===== src/rtl/nibble_fetch_unit_if.sv =====
// Fetch-stage bus: program ROM port, control inputs and the decoded instruction outputs.
// The master modport is the fetch unit; the slave modport is the surrounding datapath/ROM.
interface nibble_fetch_unit_if #(
    parameter int PC_WIDTH = 12
);
    logic [7:0]          rom_data;
    logic [PC_WIDTH-1:0] rom_addr;
    logic                jump_en;
    logic [PC_WIDTH-1:0] jump_addr;
    logic                halt;
    logic                phase;
    logic [3:0]          opcode;
    logic [3:0]          operand;
    logic                ir_valid;

    modport master (
        input  rom_data,
        input  jump_en,
        input  jump_addr,
        input  halt,
        output rom_addr,
        output phase,
        output opcode,
        output operand,
        output ir_valid
    );

    modport slave (
        output rom_data,
        output jump_en,
        output jump_addr,
        output halt,
        input  rom_addr,
        input  phase,
        input  opcode,
        input  operand,
        input  ir_valid
    );
endinterface


===== src/rtl/nibble_fetch_unit.sv =====
// Instruction fetch stage: PC, instruction register and a two-phase FETCH/EXECUTE sequencer.
// Every output is a register or a direct decode of one; no input reaches an output combinationally.
module nibble_fetch_unit #(
    parameter int                  PC_WIDTH = 12,
    parameter logic [PC_WIDTH-1:0] RESET_PC = '0
) (
    input  logic                   clk,
    input  logic                   Rst,
    nibble_fetch_unit_if.master    bus
);
    typedef enum logic {
        FETCH   = 1'b0,
        EXECUTE = 1'b1
    } phase_t;

    phase_t              phase_reg;
    logic [PC_WIDTH-1:0] pc_reg;
    logic [7:0]          ir_reg;

    always_ff @(posedge clk) begin
        if (Rst) begin
            pc_reg    <= RESET_PC;
            ir_reg    <= 8'h00;
            phase_reg <= FETCH;
        end else if (phase_reg == FETCH) begin
            // halt freezes everything; the IR keeps the previous instruction visible
            if (!bus.halt) begin
                ir_reg    <= bus.rom_data;
                pc_reg    <= pc_reg + PC_WIDTH'(1);
                phase_reg <= EXECUTE;
            end
        end else begin
            // PC was already advanced during FETCH, so only a jump changes it here
            if (bus.jump_en) begin
                pc_reg <= bus.jump_addr;
            end
            phase_reg <= FETCH;
        end
    end

    assign bus.rom_addr = pc_reg;
    assign bus.phase    = phase_reg;
    assign bus.ir_valid = (phase_reg == EXECUTE);
    assign bus.opcode   = ir_reg[7:4];
    assign bus.operand  = ir_reg[3:0];
endmodule


===== src/flat_wrapper.sv =====
// flat-port wrapper written by rule: the top's interface ports become plain ports
module nibble_fetch_unit_flat 
#(
    parameter int                  PC_WIDTH = 12,
    parameter logic [PC_WIDTH-1:0] RESET_PC = '0
)
  (clk, Rst, bus_rom_data, bus_jump_en, bus_jump_addr, bus_halt, bus_rom_addr, bus_phase, bus_opcode, bus_operand, bus_ir_valid);
  nibble_fetch_unit_if #(.PC_WIDTH(PC_WIDTH)) bus_i ();
  input  logic clk;
  input  logic Rst;
  input wire logic [$bits(bus_i.rom_data)-1:0] bus_rom_data;
  input wire logic [$bits(bus_i.jump_en)-1:0] bus_jump_en;
  input wire logic [$bits(bus_i.jump_addr)-1:0] bus_jump_addr;
  input wire logic [$bits(bus_i.halt)-1:0] bus_halt;
  output wire logic [$bits(bus_i.rom_addr)-1:0] bus_rom_addr;
  output wire logic [$bits(bus_i.phase)-1:0] bus_phase;
  output wire logic [$bits(bus_i.opcode)-1:0] bus_opcode;
  output wire logic [$bits(bus_i.operand)-1:0] bus_operand;
  output wire logic [$bits(bus_i.ir_valid)-1:0] bus_ir_valid;
  assign bus_i.rom_data = bus_rom_data;
  assign bus_i.jump_en = bus_jump_en;
  assign bus_i.jump_addr = bus_jump_addr;
  assign bus_i.halt = bus_halt;
  assign bus_rom_addr = bus_i.rom_addr;
  assign bus_phase = bus_i.phase;
  assign bus_opcode = bus_i.opcode;
  assign bus_operand = bus_i.operand;
  assign bus_ir_valid = bus_i.ir_valid;
  nibble_fetch_unit #(.PC_WIDTH(PC_WIDTH), .RESET_PC(RESET_PC)) u_core (.clk(clk), .Rst(Rst), .bus(bus_i));
endmodule

===== config.mk =====
export PLATFORM = sky130hd
export DESIGN_NAME = nibble_fetch_unit_flat
export DESIGN_NICKNAME = d
export VERILOG_FILES = /design/src/rtl/nibble_fetch_unit_if.sv /design/src/rtl/nibble_fetch_unit.sv /design/src/flat_wrapper.sv
export SDC_FILE = /design/constraint.sdc
export NUM_CORES = 1
export LEC_CHECK = 0
export CELL_PAD_IN_SITES_DETAIL_PLACEMENT = 0
export CELL_PAD_IN_SITES_GLOBAL_PLACEMENT = 1
export CORE_MARGIN = 1.5
export CORE_UTILIZATION = 28
export DETAILED_ROUTE_END_ITERATION = 16
export PLACE_DENSITY = 0.81
export RECOVER_POWER = 100
export REMOVE_ABC_BUFFERS = 1
export SYNTH_ARGS = -nofsm -noshare
export SYNTH_HDL_FRONTEND = slang
export SYNTH_SLANG_ARGS = --single-unit

===== constraint.sdc =====
create_clock -name clk -period 1.71 [get_ports clk]
set_input_delay 0.171 -clock clk [delete_from_list [all_inputs] [get_ports clk]]
set_output_delay 0.171 -clock clk [all_outputs]
set_load 0.01 [all_outputs]

=== Yosys cells after proc, flatten, opt, wreduce, memory -nomap -nowiden ===
Cells that the tools add are included.

* Bits in registers: 21
* Input port bits: 24
* Output and inout bits: 22
* Logic and storage cells: 15

* Add/subtract/negate cells: 1
* Equality and inequality tests: 2
* Multiplexer cells: 4
* Bitwise gates (word level): 2
* Reductions and logical operators: 3

{| class="wikitable"
|+ Operator list
! operator !! count
|-
| $mux W12 || 3
|-
| $add A12 B1 Y12 const B || 1
|-
| $reduce_and A2 Y1 || 2
|-
| $ne A2 B1 Y1 const B || 1
|-
| $ne A2 B2 Y1 const B || 1
|-
| $not A1 Y1 || 2
|-
| $reduce_or A2 Y1 || 1
|-
| $mux W1 || 1
|}

=== Depth between registers and ports, before layout ===
* Word-level depth: 3
* Mapped depth: 5
* Mapped depth without buffers: 5

=== Least setup slack after synthesis ===
OpenSTA, ideal clock, no wires.

* Path kind: reg-to-reg
* From: register u_core.pc_reg[0], in the netlist u_core.bus.rom_addr[0]
* To: register u_core.pc_reg[8], in the netlist u_core.bus.rom_addr[8]
* Setup time: 118 ps
* Arrival time: 1,378 ps
* Required time: 1,592 ps
* Slack: 214 ps
* Stages on the path, launching flop included: 6
* Path buffers: 0
* Clock period less this slack: 1,496 ps
* Path through: dfxtp_1 > ha_1 > nand3_1 > or4b_1 > a21oi_1 > nor3_1

* Longest elaborated chain between the ends: 3

{| class="wikitable"
|+ Ends and longest elaborated chain
! what !! line !! text
|-
| start: declaration || nibble_fetch_unit.sv:17 || <nowiki>logic [PC_WIDTH-1:0] pc_reg;</nowiki>
|-
| start signal: assignment || nibble_fetch_unit.sv:29 || <nowiki>pc_reg <= pc_reg + PC_WIDTH'(1);</nowiki>
|-
| start signal: assignment || nibble_fetch_unit.sv:35 || <nowiki>pc_reg <= bus.jump_addr;</nowiki>
|-
| $add A12 B1 Y12 || nibble_fetch_unit.sv:29 ||
|-
| $mux W12 || nibble_fetch_unit.sv:27 || <nowiki>if (!bus.halt) begin</nowiki>
|-
| $mux W12 || nibble_fetch_unit.sv:25 || <nowiki>end else if (phase_reg == FETCH) begin</nowiki>
|}

Every way passes these cells. The select of a mux whose other input is x is not followed.
A chain may end at the register's enable or synchronous reset.

=== Worst setup path after layout ===
* From: register u_core.pc_reg[3], in the netlist u_core.bus.rom_addr[3]
* To: output port bus_rom_addr[3]

{| class="wikitable"
|+ RTL lines
! what !! line !! text
|-
| end: declaration || flat_wrapper.sv:15 || <nowiki>output wire logic [$bits(bus_i.rom_addr)-1:0] bus_rom_addr;</nowiki>
|}

No word-level cell between the ends.

==> results.toml <==
[status]
status = "finished, final reports clean"

[clock_tree]
cts-buffers-inserted = 3
clk_pin_slew_ns = 0.12
htree_levels = 1
clock_latency_ns = 0.31
cts_tree = "yes"
ctsLongestPathBuffers = 2
root_buffer = "clkbuf_4"
cts_sinks = 21

[finish]
layout_commonest_cell = "nand2_1"
final_util = 0.4552
nets = 201
fillers = 346
multi_input_area_um2 = 535.5
drive_above_1_share = 0.07429
ff_latch_area_um2 = 421.7
final_cell_mix = "27 x nand2_1, 24 x clkdlybuf4s50_1, 21 x dlygate4sd3_1"
syn2layout_area_growth_pct = 54.32
largest_reg_flops = 12
antenna_cells = 0
layoutNonFillerInstCount = 221

[sta]
period_share = 0.9543
slew-limit-headroom = 0.6728
rsz0062_at_grt = "no"
layout_min_cycle_time_ns = 1.632
finalHoldViolCount = 0
setup_violations = 0
max_freq_ghz = 0.6128
tns_ns = 0
holdWs_ns = 0.3961
slew_viol_final = 0
worstMarginPinSlew_ns = 0.4905
clock_skew_ns = 0.005981

[setup_path]
cp-end-kind = "primary output"
cp-start-kind = "flop"
path_class = "reg2out"
arrival_ns = 1.46
worst-path-max-fanout = 7
worstPathRequired_ns = 1.54

[hold_path]
hold_class = "in2reg"

[synthesis]
synth_edf_count = 0
avgSynthCellArea_um2 = 7.810
ys_warn_count = 0
synth_cells = 128
ys_types = 32
ys_seq_area_frac = 0.4205
synth_largest_area_cell = "dfxtp_1"
ys.flop_type = "dfxtp_1"
netlist_area_um2 = 999.7
synth-seq-cells = 21
synth_top_area_frac = 0.4205
ys_async_sr_fraction = 0
synthTopCellsByArea = "dfxtp_1 42%, nand2_1 10%, a21oi_1 5.5%"

[routing]
wl_per_cell_um = 13.76
drt_iter0_markers = 82
ant_nets = 0
first_pass_iters = 4
drt_wl_total_um = 3042
via_per_inst = 5.095
drc = 0
vias = 1126

[floorplanning]
die_area_mm2 = 0.003938
coreArea_mm2 = 0.003390
die_height_um = 62.75
start_util = 0.2949
num_io_pins = 46
die_w_um = 62.75
row_count = 21

[pwr]
ir_drop_v = 0.0002398
leakage_nw = 0.5994
power.density_mw_per_mm2 = 655.0

[placed_design]
io_buffers = 45
gp_congestion = 0.8397
detailed_place_hpwl_um = 2227
dp_cells = 217

[global_route]
grt_max_degree = 18
track_usage = 0.1620
grt_pass1_vias = 1068
grt_pass1_wl_um = 5016
gr-total-overflow = 0
antenna_found_initial = 0

[flow_run]
drv_cap = 0
-- layer usage --
metal	wire length, um	GRT usage	up-vias
met1	1411	0.2113	523
met5	0	0	-
met3	170	0.03243	4
met4	36	0.07500	0
met2	1424	0.2567	44
li1	-	-	555
-- synth_stat cells (2+ instances only) --
library cell  number
nand2_1           27
o21a_1             2
nand3_1            5
nor2_1             8
inv_1              2
buf_2              2
a211oi_1           5
and3_1             3
nor3_1             6
a21oi_1           11
nor4_1             3
clkbuf_1           5
a31oi_1            5
dfxtp_1           21
o21ai_0            6
-- what timing repair did --
item                                    4_1_cts  5_1_grt
buffers inserted                              0        0
hold endpoints to repair                      0        0
gates resized for setup                       0        1
hold buffers                                  0        0
endpoints found under the setup margin        0        2
-- metrics by stage --
| stage | setup WS [ns] | area (um2) | power (mW) |
|---|---|---|---|
| 2_1_floorplan | 0.1953 | 963.4 | 0.6303 |
| 3_3_place_gp | 0.1218 | 1516 | 0.7779 |
| 3_5_place_dp | 0.1221 | 1516 | 0.7811 |
| 4_1_cts | 0.04881 | 1544 | 1.036 |
| 5_1_grt | 0.01879 | 1543 | 1.065 |
| 6_report | 0.07817 | 1543 | 1.011 |
-- final timing paths --
kind | startpoint | cells after the start | slack, ns | endpoint
hold / removal | bus_rom_data[6] | 3 | 0.40 | u_core.ir_reg[6]$_SDFFE_PP0P_
setup / recovery | u_core.bus.rom_addr[3]$_SDFFE_PP0P_ | 2 | 0.08 | bus_rom_addr[3]
setup reg to reg | u_core.bus.rom_addr[1]$_SDFFE_PP0P_ | 5 | 0.11 | u_core.bus.rom_addr[8]$_SDFFE_PP0P_
hold reg to reg | u_core.ir_reg[3]$_SDFFE_PP0P_ | 2 | 0.46 | u_core.ir_reg[3]$_SDFFE_PP0P_
-- layout make-up --
type	count	area share
well taps	46	0.03731
repair buffers	51	0.3195
flip-flops and latches	21	0.2733
clock inverters	1	0.003244
clock buffers	3	0.01460
inverters	2	0.004866
multi-input cells	97	0.3471
-- logic make-up after synthesis --
logic type	count (synthesis)	synth area share
and+or+nand+nor	61	0.3054
AOI/OAI and AO/OA	34	0.2078
DFF	21	0.4205
buffers and inverters	10	0.04381
muxes	1	0.01001
adders and majority gates	1	0.01251
-- critical path: stages (launching register included) --
cell and delay, ns:
dfxtp_1 0.39, clkbuf_2 0.21, clkdlybuf4s50_1 0.55
-- power by group --
part	switching (mW)	internal (mW)
logic	0.0936	0.122
registers	0.0270	0.516
clock network	0.164	0.0875
No activity file was read; power rests on OpenSTA's default activity.
